**src/rtl/fb_pixel_writer_if.sv**
```systemverilog
// fb_pixel_writer_if: command and RAM-port bundle for the framebuffer pixel writer.
//   cmd_*      : command handshake from the CPU command registers
//   mem_*      : arbitrated RAM word port (request/grant, read data one cycle after grant)
//   busy/done  : engine status
// Modport slave is the engine's view; modport master is the view of whatever drives
// commands and answers RAM requests.
interface fb_pixel_writer_if;
  logic        cmd_valid;
  logic        cmd_ready;
  logic [1:0]  cmd_op;
  logic [7:0]  cmd_x;
  logic [7:0]  cmd_x_end;
  logic [7:0]  cmd_y;
  logic [1:0]  cmd_color;
  logic        mem_req;
  logic        mem_grant;
  logic        mem_we;
  logic [14:0] mem_addr;
  logic [15:0] mem_wdata;
  logic [15:0] mem_rdata;
  logic        busy;
  logic        done;

  modport slave (
    input  cmd_valid, cmd_op, cmd_x, cmd_x_end, cmd_y, cmd_color, mem_grant, mem_rdata,
    output cmd_ready, mem_req, mem_we, mem_addr, mem_wdata, busy, done
  );

  modport master (
    output cmd_valid, cmd_op, cmd_x, cmd_x_end, cmd_y, cmd_color, mem_grant, mem_rdata,
    input  cmd_ready, mem_req, mem_we, mem_addr, mem_wdata, busy, done
  );
endinterface

```
**src/rtl/fb_pixel_writer.sv**
```systemverilog
// fb_pixel_writer: drawing engine for the packed 2-bit-per-pixel framebuffer.
// Executes PLOT, XOR-PLOT and horizontal span fills as read-modify-write of
// 16-bit words over a shared, arbitrated RAM port. Fully covered span words are
// written without a read.
// Ports:
//   clk   : system clock, all logic on posedge
//   reset : asynchronous active-low reset
//   bus   : fb_pixel_writer_if.slave (command handshake, RAM port, busy/done)
module fb_pixel_writer #(
  parameter logic [14:0] FB_BASE         = 15'h4000,
  parameter int unsigned LINE_WORDS_LOG2 = 5
) (
  input logic              clk,
  input logic              reset,
  fb_pixel_writer_if.slave bus
);

  typedef enum logic [2:0] {
    S_IDLE = 3'd0,
    S_RD   = 3'd1,
    S_RDW  = 3'd2,
    S_WR   = 3'd3,
    S_DONE = 3'd4
  } state_t;

  localparam logic [1:0] OP_XOR   = 2'd1;
  localparam logic [1:0] OP_HSPAN = 2'd2;

  // Ones over the slots of word 'word' that fall inside [x_lo, x_hi]. Slot 0 is the MSB pair.
  function automatic logic [15:0] f_word_mask(input logic [4:0] word,
                                               input logic [7:0] x_lo,
                                               input logic [7:0] x_hi);
    logic [2:0]  s_lo;
    logic [2:0]  s_hi;
    logic [15:0] m;
    s_lo = (word == x_lo[7:3]) ? x_lo[2:0] : 3'd0;
    s_hi = (word == x_hi[7:3]) ? x_hi[2:0] : 3'd7;
    m    = 16'h0000;
    for (int s = 0; s < 8; s++) begin
      m[15-2*s -: 2] = ((3'(s) >= s_lo) && (3'(s) <= s_hi)) ? 2'b11 : 2'b00;
    end
    return m;
  endfunction

  // RAM word index of word 'word' on row 'y'.
  function automatic logic [14:0] f_addr(input logic [7:0] y, input logic [4:0] word);
    return FB_BASE + (15'(y) << LINE_WORDS_LOG2) + 15'(word);
  endfunction

  state_t      r_state;
  logic [4:0]  r_word;
  logic        r_is_xor;
  logic [7:0]  r_x_lo;
  logic [7:0]  r_x_hi;
  logic [7:0]  r_y;
  logic [1:0]  r_color;
  logic        r_mem_req;
  logic        r_mem_we;
  logic [14:0] r_mem_addr;
  logic [15:0] r_mem_wdata;
  logic        r_busy;
  logic        r_done;

  state_t      w_state_nxt;
  logic [4:0]  w_word_nxt;
  logic [14:0] w_addr_nxt;
  logic [15:0] w_wdata_nxt;
  logic        w_accept;
  logic        w_acc_span;
  logic        w_acc_empty;
  logic [7:0]  w_acc_hi;
  logic [15:0] w_acc_mask;
  logic [15:0] w_cur_mask;
  logic [4:0]  w_next_word;
  logic [15:0] w_next_mask;
  logic [15:0] w_pattern;

  // A PLOT is a span of one pixel, so the hi bound collapses to x for non-span ops.
  assign w_accept    = bus.cmd_valid && (r_state == S_IDLE);
  assign w_acc_span  = (bus.cmd_op == OP_HSPAN);
  assign w_acc_hi    = w_acc_span ? bus.cmd_x_end : bus.cmd_x;
  assign w_acc_empty = w_acc_span && (bus.cmd_x_end < bus.cmd_x);
  assign w_acc_mask  = f_word_mask(bus.cmd_x[7:3], bus.cmd_x, w_acc_hi);
  assign w_cur_mask  = f_word_mask(r_word, r_x_lo, r_x_hi);
  assign w_next_word = r_word + 5'd1;
  assign w_next_mask = f_word_mask(w_next_word, r_x_lo, r_x_hi);
  assign w_pattern   = {8{r_color}};

  assign bus.cmd_ready = (r_state == S_IDLE);
  assign bus.mem_req   = r_mem_req;
  assign bus.mem_we    = r_mem_we;
  assign bus.mem_addr  = r_mem_addr;
  assign bus.mem_wdata = r_mem_wdata;
  assign bus.busy      = r_busy;
  assign bus.done      = r_done;

  // Next-state, next-word and next write-data decode of the command sequencer.
  always_comb begin
    w_state_nxt = r_state;
    w_word_nxt  = r_word;
    w_addr_nxt  = r_mem_addr;
    w_wdata_nxt = r_mem_wdata;
    case (r_state)
      S_IDLE: begin
        if (w_accept) begin
          w_word_nxt = bus.cmd_x[7:3];
          w_addr_nxt = f_addr(bus.cmd_y, bus.cmd_x[7:3]);
          if (w_acc_empty) begin
            w_state_nxt = S_DONE;
          end else if (w_acc_span && (w_acc_mask == 16'hFFFF)) begin
            w_state_nxt = S_WR;
            w_wdata_nxt = {8{bus.cmd_color}};
          end else begin
            w_state_nxt = S_RD;
          end
        end else begin
          w_state_nxt = S_IDLE;
        end
      end
      S_RD: begin
        if (bus.mem_grant) begin
          w_state_nxt = S_RDW;
        end else begin
          w_state_nxt = S_RD;
        end
      end
      S_RDW: begin
        if (r_is_xor) begin
          w_wdata_nxt = bus.mem_rdata ^ (w_pattern & w_cur_mask);
        end else begin
          w_wdata_nxt = (bus.mem_rdata & ~w_cur_mask) | (w_pattern & w_cur_mask);
        end
        w_state_nxt = S_WR;
      end
      S_WR: begin
        if (bus.mem_grant) begin
          if (r_word != r_x_hi[7:3]) begin
            w_word_nxt = w_next_word;
            w_addr_nxt = f_addr(r_y, w_next_word);
            if (w_next_mask == 16'hFFFF) begin
              w_state_nxt = S_WR;
              w_wdata_nxt = w_pattern;
            end else begin
              w_state_nxt = S_RD;
            end
          end else begin
            w_state_nxt = S_DONE;
          end
        end else begin
          w_state_nxt = S_WR;
        end
      end
      S_DONE: begin
        w_state_nxt = S_IDLE;
      end
      default: begin
        w_state_nxt = S_IDLE;
      end
    endcase
  end

  // State register plus bus outputs registered from the next state.
  always_ff @(posedge clk or negedge reset) begin
    if (!reset) begin
      r_state     <= S_IDLE;
      r_word      <= 5'd0;
      r_mem_req   <= 1'b0;
      r_mem_we    <= 1'b0;
      r_mem_addr  <= 15'd0;
      r_mem_wdata <= 16'd0;
      r_busy      <= 1'b0;
      r_done      <= 1'b0;
    end else begin
      r_state     <= w_state_nxt;
      r_word      <= w_word_nxt;
      r_mem_addr  <= w_addr_nxt;
      r_mem_wdata <= w_wdata_nxt;
      r_mem_req   <= (w_state_nxt == S_RD) || (w_state_nxt == S_WR);
      r_mem_we    <= (w_state_nxt == S_WR);
      r_busy      <= (w_state_nxt != S_IDLE);
      r_done      <= (w_state_nxt == S_DONE);
    end
  end

  // Command fields captured on accept so later input changes are ignored.
  always_ff @(posedge clk or negedge reset) begin
    if (!reset) begin
      r_is_xor <= 1'b0;
      r_x_lo   <= 8'd0;
      r_x_hi   <= 8'd0;
      r_y      <= 8'd0;
      r_color  <= 2'd0;
    end else if (w_accept) begin
      r_is_xor <= (bus.cmd_op == OP_XOR);
      r_x_lo   <= bus.cmd_x;
      r_x_hi   <= w_acc_hi;
      r_y      <= bus.cmd_y;
      r_color  <= bus.cmd_color;
    end else begin
      r_is_xor <= r_is_xor;
      r_x_lo   <= r_x_lo;
      r_x_hi   <= r_x_hi;
      r_y      <= r_y;
      r_color  <= r_color;
    end
  end

endmodule
```
**src/flat_wrapper.sv**
```systemverilog
// flat-port wrapper written by rule: the top's interface ports become plain ports
module fb_pixel_writer_flat 
#(
  parameter logic [14:0] FB_BASE         = 15'h4000,
  parameter int unsigned LINE_WORDS_LOG2 = 5
)
  (clk, reset, bus_cmd_valid, bus_cmd_op, bus_cmd_x, bus_cmd_x_end, bus_cmd_y, bus_cmd_color, bus_mem_grant, bus_mem_rdata, bus_cmd_ready, bus_mem_req, bus_mem_we, bus_mem_addr, bus_mem_wdata, bus_busy, bus_done);
  fb_pixel_writer_if bus_i ();
  input logic clk;
  input logic reset;
  input wire logic [$bits(bus_i.cmd_valid)-1:0] bus_cmd_valid;
  input wire logic [$bits(bus_i.cmd_op)-1:0] bus_cmd_op;
  input wire logic [$bits(bus_i.cmd_x)-1:0] bus_cmd_x;
  input wire logic [$bits(bus_i.cmd_x_end)-1:0] bus_cmd_x_end;
  input wire logic [$bits(bus_i.cmd_y)-1:0] bus_cmd_y;
  input wire logic [$bits(bus_i.cmd_color)-1:0] bus_cmd_color;
  input wire logic [$bits(bus_i.mem_grant)-1:0] bus_mem_grant;
  input wire logic [$bits(bus_i.mem_rdata)-1:0] bus_mem_rdata;
  output wire logic [$bits(bus_i.cmd_ready)-1:0] bus_cmd_ready;
  output wire logic [$bits(bus_i.mem_req)-1:0] bus_mem_req;
  output wire logic [$bits(bus_i.mem_we)-1:0] bus_mem_we;
  output wire logic [$bits(bus_i.mem_addr)-1:0] bus_mem_addr;
  output wire logic [$bits(bus_i.mem_wdata)-1:0] bus_mem_wdata;
  output wire logic [$bits(bus_i.busy)-1:0] bus_busy;
  output wire logic [$bits(bus_i.done)-1:0] bus_done;
  assign bus_i.cmd_valid = bus_cmd_valid;
  assign bus_i.cmd_op = bus_cmd_op;
  assign bus_i.cmd_x = bus_cmd_x;
  assign bus_i.cmd_x_end = bus_cmd_x_end;
  assign bus_i.cmd_y = bus_cmd_y;
  assign bus_i.cmd_color = bus_cmd_color;
  assign bus_i.mem_grant = bus_mem_grant;
  assign bus_i.mem_rdata = bus_mem_rdata;
  assign bus_cmd_ready = bus_i.cmd_ready;
  assign bus_mem_req = bus_i.mem_req;
  assign bus_mem_we = bus_i.mem_we;
  assign bus_mem_addr = bus_i.mem_addr;
  assign bus_mem_wdata = bus_i.mem_wdata;
  assign bus_busy = bus_i.busy;
  assign bus_done = bus_i.done;
  fb_pixel_writer #(.FB_BASE(FB_BASE), .LINE_WORDS_LOG2(LINE_WORDS_LOG2)) u_core (.clk(clk), .reset(reset), .bus(bus_i));
endmodule
```
**config.mk**
```make
export PLATFORM = sky130hd
export DESIGN_NAME = fb_pixel_writer_flat
export DESIGN_NICKNAME = d
export VERILOG_FILES = /design/src/rtl/fb_pixel_writer_if.sv /design/src/rtl/fb_pixel_writer.sv /design/src/flat_wrapper.sv
export SDC_FILE = /design/constraint.sdc
export NUM_CORES = 1
export LEC_CHECK = 0
export CAP_MARGIN = 20
export CELL_PAD_IN_SITES_DETAIL_PLACEMENT = 1
export CELL_PAD_IN_SITES_GLOBAL_PLACEMENT = 1
export CORE_MARGIN = 5
export CORE_UTILIZATION = 35
export CTS_CLUSTER_SIZE = 16
export DETAILED_ROUTE_END_ITERATION = 6
export PLACE_DENSITY = 0.81
export SYNTH_ARGS = -nofsm -noshare
export SYNTH_HDL_FRONTEND = slang
export SYNTH_SLANG_ARGS = --single-unit
export TNS_END_PERCENT = 10
```
**constraint.sdc**
```tcl
create_clock -name clk -period 2.6 [get_ports clk]
set_clock_uncertainty 0.1 [all_clocks]
set_input_delay 0.39 -clock clk [delete_from_list [all_inputs] [get_ports clk]]
set_output_delay 0.39 -clock clk [all_outputs]
set_load 0.1 [all_outputs]
```
# Word level (Yosys, flattened, before mapping)
# Index checks and enable logic that the tools add are counted.
# word_totals
regBits	70
# op_classes
n_eq_ne	22
magnitude_cmp	49
n_reduce_logical	34
addsub	5
muxes	54
bitwise	5
# ops
op	count
two-way mux 16 bit	7
two-way mux 2 bit	27
one-hot mux 16 bit (3 select lines)	1
two-way mux 15 bit	3
greater-or-equal comparator 3 bit (first input constant)	12
<= comparator 3 bit (first input constant)	12
bitwise AND 16 bit	2
== test 16 bit (second input constant)	2
adder 15 x 13 -> 15 bit (first input constant)	2
adder 15 x 5 -> 15 bit	2
one-hot mux 15 bit (2 select lines)	1
logical AND 1 bit	27
two-way mux 3 bit	9
== test 5 bit	5
greater-or-equal comparator 1 x 3 -> 1 bit (first input constant)	6
greater-or-equal comparator 2 x 3 -> 1 bit (first input constant)	6
<= comparator 1 x 3 -> 1 bit (first input constant)	6
<= comparator 2 x 3 -> 1 bit (first input constant)	6
inverter 16 bit	1
OR 16 bit	1
bitwise XOR 16 bit	1
two-way mux 5 bit	3
one-hot mux 3 bit (4 select lines)	1
one-hot mux 5 bit (2 select lines)	1
17 further kinds	25

# Logic depth before layout (Yosys ltp)
# Gate-level depths: netlist of run 1.
# depth
ltp_word	15
depth_mapped	10
depth_no_buf	9

# Least setup slack after synthesis of run 1
# No wires, ideal clock.
# synth_timing
path_type	reg2reg
from	register u_core.r_state[0]
to	register u_core.r_mem_addr[1], in the netlist u_core.bus.mem_addr[1]
arrival_time_ps	3026
path_buffers	3
stages_incl_launch_ff	10
path_slack_ps	-659
t_required_ps	2367
synth_period_minus_slack_ps	3259
cell_sequence	dfrtp_1 buf_2 or2_2 nor2_1 and2_1 buf_2 a31oi_2 clkbuf_1 nand2_1 o21ai_0
# synth_between
elab_chain_len	4
elab_cells_between_ends	9
cone_classes	eq/ne: 4; mux: 1; reduce/logical: 4
# synth_lines
item	line	text
start: declaration	fb_pixel_writer.sv:50	state_t r_state;
start signal: assignment	fb_pixel_writer.sv:174	r_state <= w_state_nxt;
zero test 3 bit *	-	
via bus_cmd_ready	flat_wrapper.sv:19	output wire logic [$bits(bus_i.cmd_ready)-1:0] bus_cmd_ready;
logical AND 1 bit	fb_pixel_writer.sv:79	assign w_accept = bus.cmd_valid && (r_state == S_IDLE);
inequality test 2 x 1 -> 1 bit (no line)	-	
AND reduction 4 bit (no line)	-	
end signal: assignment	fb_pixel_writer.sv:176	r_mem_addr <= w_addr_nxt;
end: declaration	fb_pixel_writer.sv:59	logic [14:0] r_mem_addr;
# The timed path passes the listed nets; every way through them passes the cells marked *.
# A chain may end at the register's enable or synchronous reset.

==> results.json, run 1 <==
{
  "outcome": "finished, final reports clean",
  "fmax_mhz": 386.4,
  "async_flop_share_pct": 100.0,
  "ir_drop_mv": 1.079,
  "final_design_area_no_fill_um2": 5897,
  "worst_pin_slew_ns": 0.7433,
  "gr-total-overflow": 0,
  "relSlewSlack_pct": 49.92,
  "dr.pass1.iters": 4,
  "critPathMaxFanout": 7,
  "synth_most_common_cell": "nand2_1",
  "p_leak_nw": 2.653,
  "syn2layout_area_growth_pct": 45.91,
  "finalHoldViolations": 0,
  "setup_viol": 0,
  "synthTopCellsByArea": "dfrtp_1 40%, nand2_1 6.7%, o21ai_0 5.4%, mux2_4 3.7%, mux2i_1 3.7%",
  "nets": 634,
  "antenna_cells": 0,
  "tns_ns": 0,
  "fin_crit_sh_pct": 99.54,
  "synth_ff_type": "dfrtp_1",
  "start_util_pct": 35.55,
  "synth_fp_nets": 507,
  "synth.top_cell.area_share_pct": 39.63,
  "fp.dieW_um": 117.5,
  "finalMaxSlewViolations": 0,
  "synth_cells": 451,
  "grt_pass1_vias": 4430,
  "clock_sinks": 64,
  "power_density_nw_per_um2": 1575,
  "track_usage_pct": 19.84,
  "cts.path.max_buffers": 2,
  "worstHoldPathType": "input pin to async pin",
  "layout-drive-gt1-share_pct": 29.50,
  "critical_path_class": "flop to flop",
  "htreeDepth": 3,
  "yosys-top-cells-count": "72 x nand2_1, 64 x dfrtp_1, 44 x o21ai_0, 33 x nor2_1, 25 x a21oi_1",
  "ys_seq_area_share_pct": 39.63,
  "utilization_pct": 51.87,
  "syn_avg_cell_area_um2": 8.961,
  "drc": 0,
  "wl_per_cell_um": 19.92,
  "netlist_area_um2": 4041,
  "core_um2": 11370,
  "synth_cell_types": 62,
  "drtIter0Drc": 160,
  "worstPathArrival_ns": 2.70,
  "io_buffers": 82,
  "startpoint_type": "flop",
  "final.min_clock_period_ns": 2.588,
  "drv_cap": 0,
  "place_congestion": 0.9142,
  "antenna_found_initial": 0,
  "ant_nets": 0,
  "via_count": 3996,
  "dpl.hpwl_um": 10240,
  "power_mw": 9.290,
  "chipHeight_um": 117.5,
  "cts_buffers": 9,
  "cts_root_buf": "clkbuf_16",
  "crit_path_end_kind": "flop",
  "ys.warnings.count": 0,
  "clkLatencyLatePin_ns": 0.33,
  "ys_seq_elements": 64,
  "die_area_um2": 13800,
  "rows": 39,
  "cts_tree": "built",
  "routed_wl_um": 14460,
  "ios": 84,
  "required_ns": 2.71,
  "placed_area_um2": 5256,
  "cts.clk_slew.worst_paths_ns": 0.06,
  "vias_per_cell": 5.504,
  "grt_max_degree": 41,
  "yosys.area.top_type": "dfrtp_1",
  "synth_edf_count": 0,
  "grt_pass1_wl_um": 22740
}
==> critical path, stage by stage (launching register included) <==
cell,delay [ns]
dfrtp_4,0.51
buf_12,0.16
nand2_8,0.06
xor2_1,0.15
nor2_1,0.09
o2111ai_2,0.26
o22ai_2,0.18
o32ai_4,0.42
buf_6,0.19
mux2_2,0.34
==> registers in the layout, indices dropped and copies added (netlist names), 2 cells and up <==
signal                count
u_core.bus.mem_wdata     16
u_core.bus.mem_addr      14
u_core.r_x_hi             8
u_core.r_x_lo             8
u_core.r_y                8
u_core.r_state            3
u_core.r_color            2
==> path summary, 6_finish.rpt <==
path | start | to | slack (ns) | cells after the start
max in group asynchronous | reset | u_core.bus.mem_addr[1] | 1.72 | 2
worst min register to register | u_core.r_y[7] | u_core.r_y[7] | 0.38 | 2
worst min-delay path | reset | u_core.bus.mem_wdata[7] | 0.01 | 1
worst max register to register | u_core.bus.mem_addr[0] | u_core.bus.mem_wdata[4] | 0.01 | 9
worst max-delay path | u_core.bus.mem_addr[0] | u_core.bus.mem_wdata[4] | 0.01 | 9
min in group clk | u_core.r_y[7] | u_core.r_y[7] | 0.38 | 2
==> cell families after synthesis <==
family                   count (synthesis)  share of synthesized area, %
adder cells (fa/ha/maj)                  8                         2.477
buffers and inverters                   42                         4.891
flip-flops                              64                         39.63
XOR/XNOR                                23                         5.356
other                                    1                       0.09279
AO/OA/AOI/OAI                          118                         19.13
multiplexers                            33                         9.659
AND/OR/NAND/NOR                        162                         18.76
==> power breakdown <==
| group | switching [mW] | internal (mW) |
|---|---|---|
| Combinational | 3.84 | 2.19 |
| Sequential | 0.456 | 1.48 |
| Clock | 0.485 | 0.841 |
==> routing by layer <==
| metal | vias to the layer above | GRT usage [%] | part of all wire, % |
|---|---|---|---|
| met3 | 36 | 4.469 | 5.0 |
| li1 | 1855 | - | - |
| met4 | 0 | 6.738 | 2.6 |
| met5 | - | 0 | 0 |
| met2 | 135 | 35.22 | 52 |
| met1 | 1970 | 23.54 | 40 |
==> timing repair <==
item / 4_1_cts / 5_1_grt
setup buffers: 2 / 5
hold buffers: 0 / 0
setup endpoints to repair: 17 / 18
pin swaps: 1 / 10
cloned: 0 / 1
resized for setup: 9 / 36
==> final cells by class <==
cell class	count	area [um^2]
multi-input combinational	345	2471
tap	143	178.9
inverter	13	48.80
clock buffer	9	225.2
timing repair buffer	145	1262
sequential	64	1614
clock inverter	7	96.34
fill	1327	5473
==> stage by stage <==
step	setup WS, ns	hold slack [ns]	std cells
after floorplan	-0.1328	-0.005591	451
after global placement	-0.4678	0.3513	702
after detailed placement	-0.5405	0.3633	702
after CTS	-0.02029	0.02725	720
after global routing	-0.05399	0.07689	726
final	0.01203	0.01413	726
==> cells in the final DEF, fill, tap and decap left out, types with 5 or more instances in the layout <==
| cell | instances |
|---|---|
| o211ai_1 | 9 |
| buf_6 | 5 |
| mux2i_1 | 15 |
| or3_1 | 6 |
| nand3_1 | 10 |
| dfrtp_1 | 58 |
| inv_1 | 11 |
| o21ai_0 | 44 |
| mux2_4 | 11 |
| nand2_1 | 72 |
| buf_4 | 90 |
| a21oi_1 | 25 |
| nor2_1 | 32 |
| clkdlybuf4s50_1 | 44 |
| ha_1 | 5 |
| nand4_1 | 9 |
| xor2_1 | 10 |
| xnor2_1 | 8 |
| nor3_1 | 5 |
| mux2_2 | 7 |
| clkbuf_16 | 9 |
Power figures use the tool's default switching activity.
==> run 2, diff against run 1 <==
CORE_ASPECT_RATIO = 0.6   (was unset)
TNS_END_PERCENT = 5   (was 10)
==> run 2 against run 1 <==
  * Sequential share of layout area is 0.75 points higher
  * Sequential power hardly changed
  * Worst hold slack better by 0.014 ns
  * First-iteration DRC count is 80% higher
  * Register-to-register slack better by 0.06 ns
  * Die area is 0.51% higher
  * Final cell count is 1.7% higher
==> results.json, run 2 (synthesis results as in run 1) <==
{
  "outcome": "finished, final reports clean",
  "rows": 30,
  "largest_register_ffs": 16,
  "critPathMaxFanout": 16,
  "nets": 629,
  "fin_crit_sh_pct": 97.84,
  "relSlewSlack_pct": 38.13,
  "dr.pass1.iters": 5,
  "setup_viol": 0,
  "layout-drive-gt1-share_pct": 28.20,
  "power_mw": 8.894,
  "final_common_cell": "buf_4",
  "required_ns": 2.72,
  "antenna_found_initial": 0,
  "core_um2": 11300,
  "final.min_clock_period_ns": 2.544,
  "crit_path_end_kind": "flop",
  "cts_buffers": 9,
  "die_area_um2": 13870,
  "track_usage_pct": 20.76,
  "utilization_pct": 50.75,
  "clkLatencyLatePin_ns": 0.34,
  "dpl.hpwl_um": 10590,
  "holdWs_ns": 0.02767,
  "critical_path_class": "input pin to flop",
  "grt_max_degree": 41,
  "worstPathArrival_ns": 2.66,
  "layout_common_cells": "91 x buf_4, 72 x nand2_1, 59 x dfrtp_1",
  "clock_sinks": 64,
  "fp.dieW_um": 148.7,
  "ir_drop_mv": 0.7771,
  "r2r_cells": 9,
  "drc": 0,
  "final_design_area_no_fill_um2": 5734,
  "placed_area_um2": 5280,
  "pre_cts_ws_ns": -0.4955,
  "gr-total-overflow": 0,
  "fmax_mhz": 393.1,
  "fin_ws_ns": 0.05618,
  "tns_ns": 0,
  "io_buffers": 82,
  "drv_cap": 0,
  "drtIter0Drc": 288,
  "grt_pass1_wl_um": 22790,
  "final_cell_count_no_fill": 738,
  "startpoint_type": "input pin",
  "cts_tree": "built",
  "start_util_pct": 35.77,
  "cts_hold_buffers": 0,
  "cts.clk_slew.worst_paths_ns": 0.06,
  "vias_per_cell": 5.401,
  "chipHeight_um": 93.24,
  "wl_per_cell_um": 19.20,
  "crit_slowest_cell": "clkdlybuf4s50_1",
  "cp_cell_sequence": "clkdlybuf4s50_1, inv_1, ha_1, o211ai_1, o21ai_1, a41o_1, a31oi_2, o32ai_4, buf_12, mux2_4",
  "critPathMaxStageDelay_ns": 0.54,
  "p_leak_nw": 2.571,
  "finalMaxSlewViolations": 0,
  "htreeDepth": 3,
  "antenna_cells": 0,
  "finalHoldViolations": 0,
  "grt_pass1_vias": 4315,
  "cts_root_buf": "clkbuf_16",
  "worst_pin_slew_ns": 0.9184,
  "r2r_setup_slack_ns": 0.07,
  "routed_wl_um": 14170,
  "syn2layout_area_growth_pct": 41.89,
  "ios": 84,
  "worstHoldPathType": "input pin to async pin",
  "rsz0062_at_grt": "yes",
  "cts.path.max_buffers": 2,
  "place_congestion": 0.8655,
  "ant_nets": 0,
  "power_density_nw_per_um2": 1551,
  "placedCellCount": 721,
  "via_count": 3986
}
## run 2: cell types whose count changed in the layout (fill, tap and decap cells not counted), sizes merged
cell           before  now
dlymetal6s2s        2    0
bufinv              2    1
clkinvlp            0    2
clkinv              6    3
clkbuf              9   11
clkdlybuf4s50      44   46
buf                99   94
## run 2: final timing paths
check | startpoint | endpoint
setup / recovery | bus_cmd_x[2] | u_core.bus.mem_wdata[12]
hold / removal | reset | u_core.r_x_hi[6]
setup reg to reg | u_core.bus.mem_addr[0] | u_core.bus.mem_wdata[12]
hold reg to reg | u_core.bus.mem_addr[14] | u_core.bus.mem_addr[14]
max in group asynchronous | reset | u_core.r_y[1]
min in group clk | u_core.bus.mem_addr[14] | u_core.bus.mem_addr[14]
## run 2: area by class of cell
type,instances,area (um^2)
fill,1318,5564
sequential,64,1613
inverter,13,48.80
tap,160,200.2
timing repair buffer,140,1189
clock inverter,5,55.05
multi-input combinational,345,2376
clock buffer,11,252.7
## run 2: critical path, delay by kind of cell
family                   cells  cell delay [ns]
AO/OA/AOI/OAI                5             0.84
adder cells (fa/ha/maj)      1             0.29
buffers and inverters        3             0.82
multiplexers                 1             0.31
## run 2: per-layer routing
metal	routed length, um	global-route usage, %
met3	802	5.085
met1	6530	28.07
met2	6684	33.96
met4	153	4.304
met5	0	0
## run 2: where the power goes
group	switching [mW]	internal (mW)	leakage, nW
combinational	3.75	1.98	1.65
clock	0.465	0.791	0.148
sequential	0.428	1.48	0.775
## run 2: repair_timing
item	4_1_cts	5_1_grt
resized for setup	7	13
hold endpoints to repair	0	0
pin swaps	1	1
endpoints found under the setup margin	17	24
buffers inserted	1	0
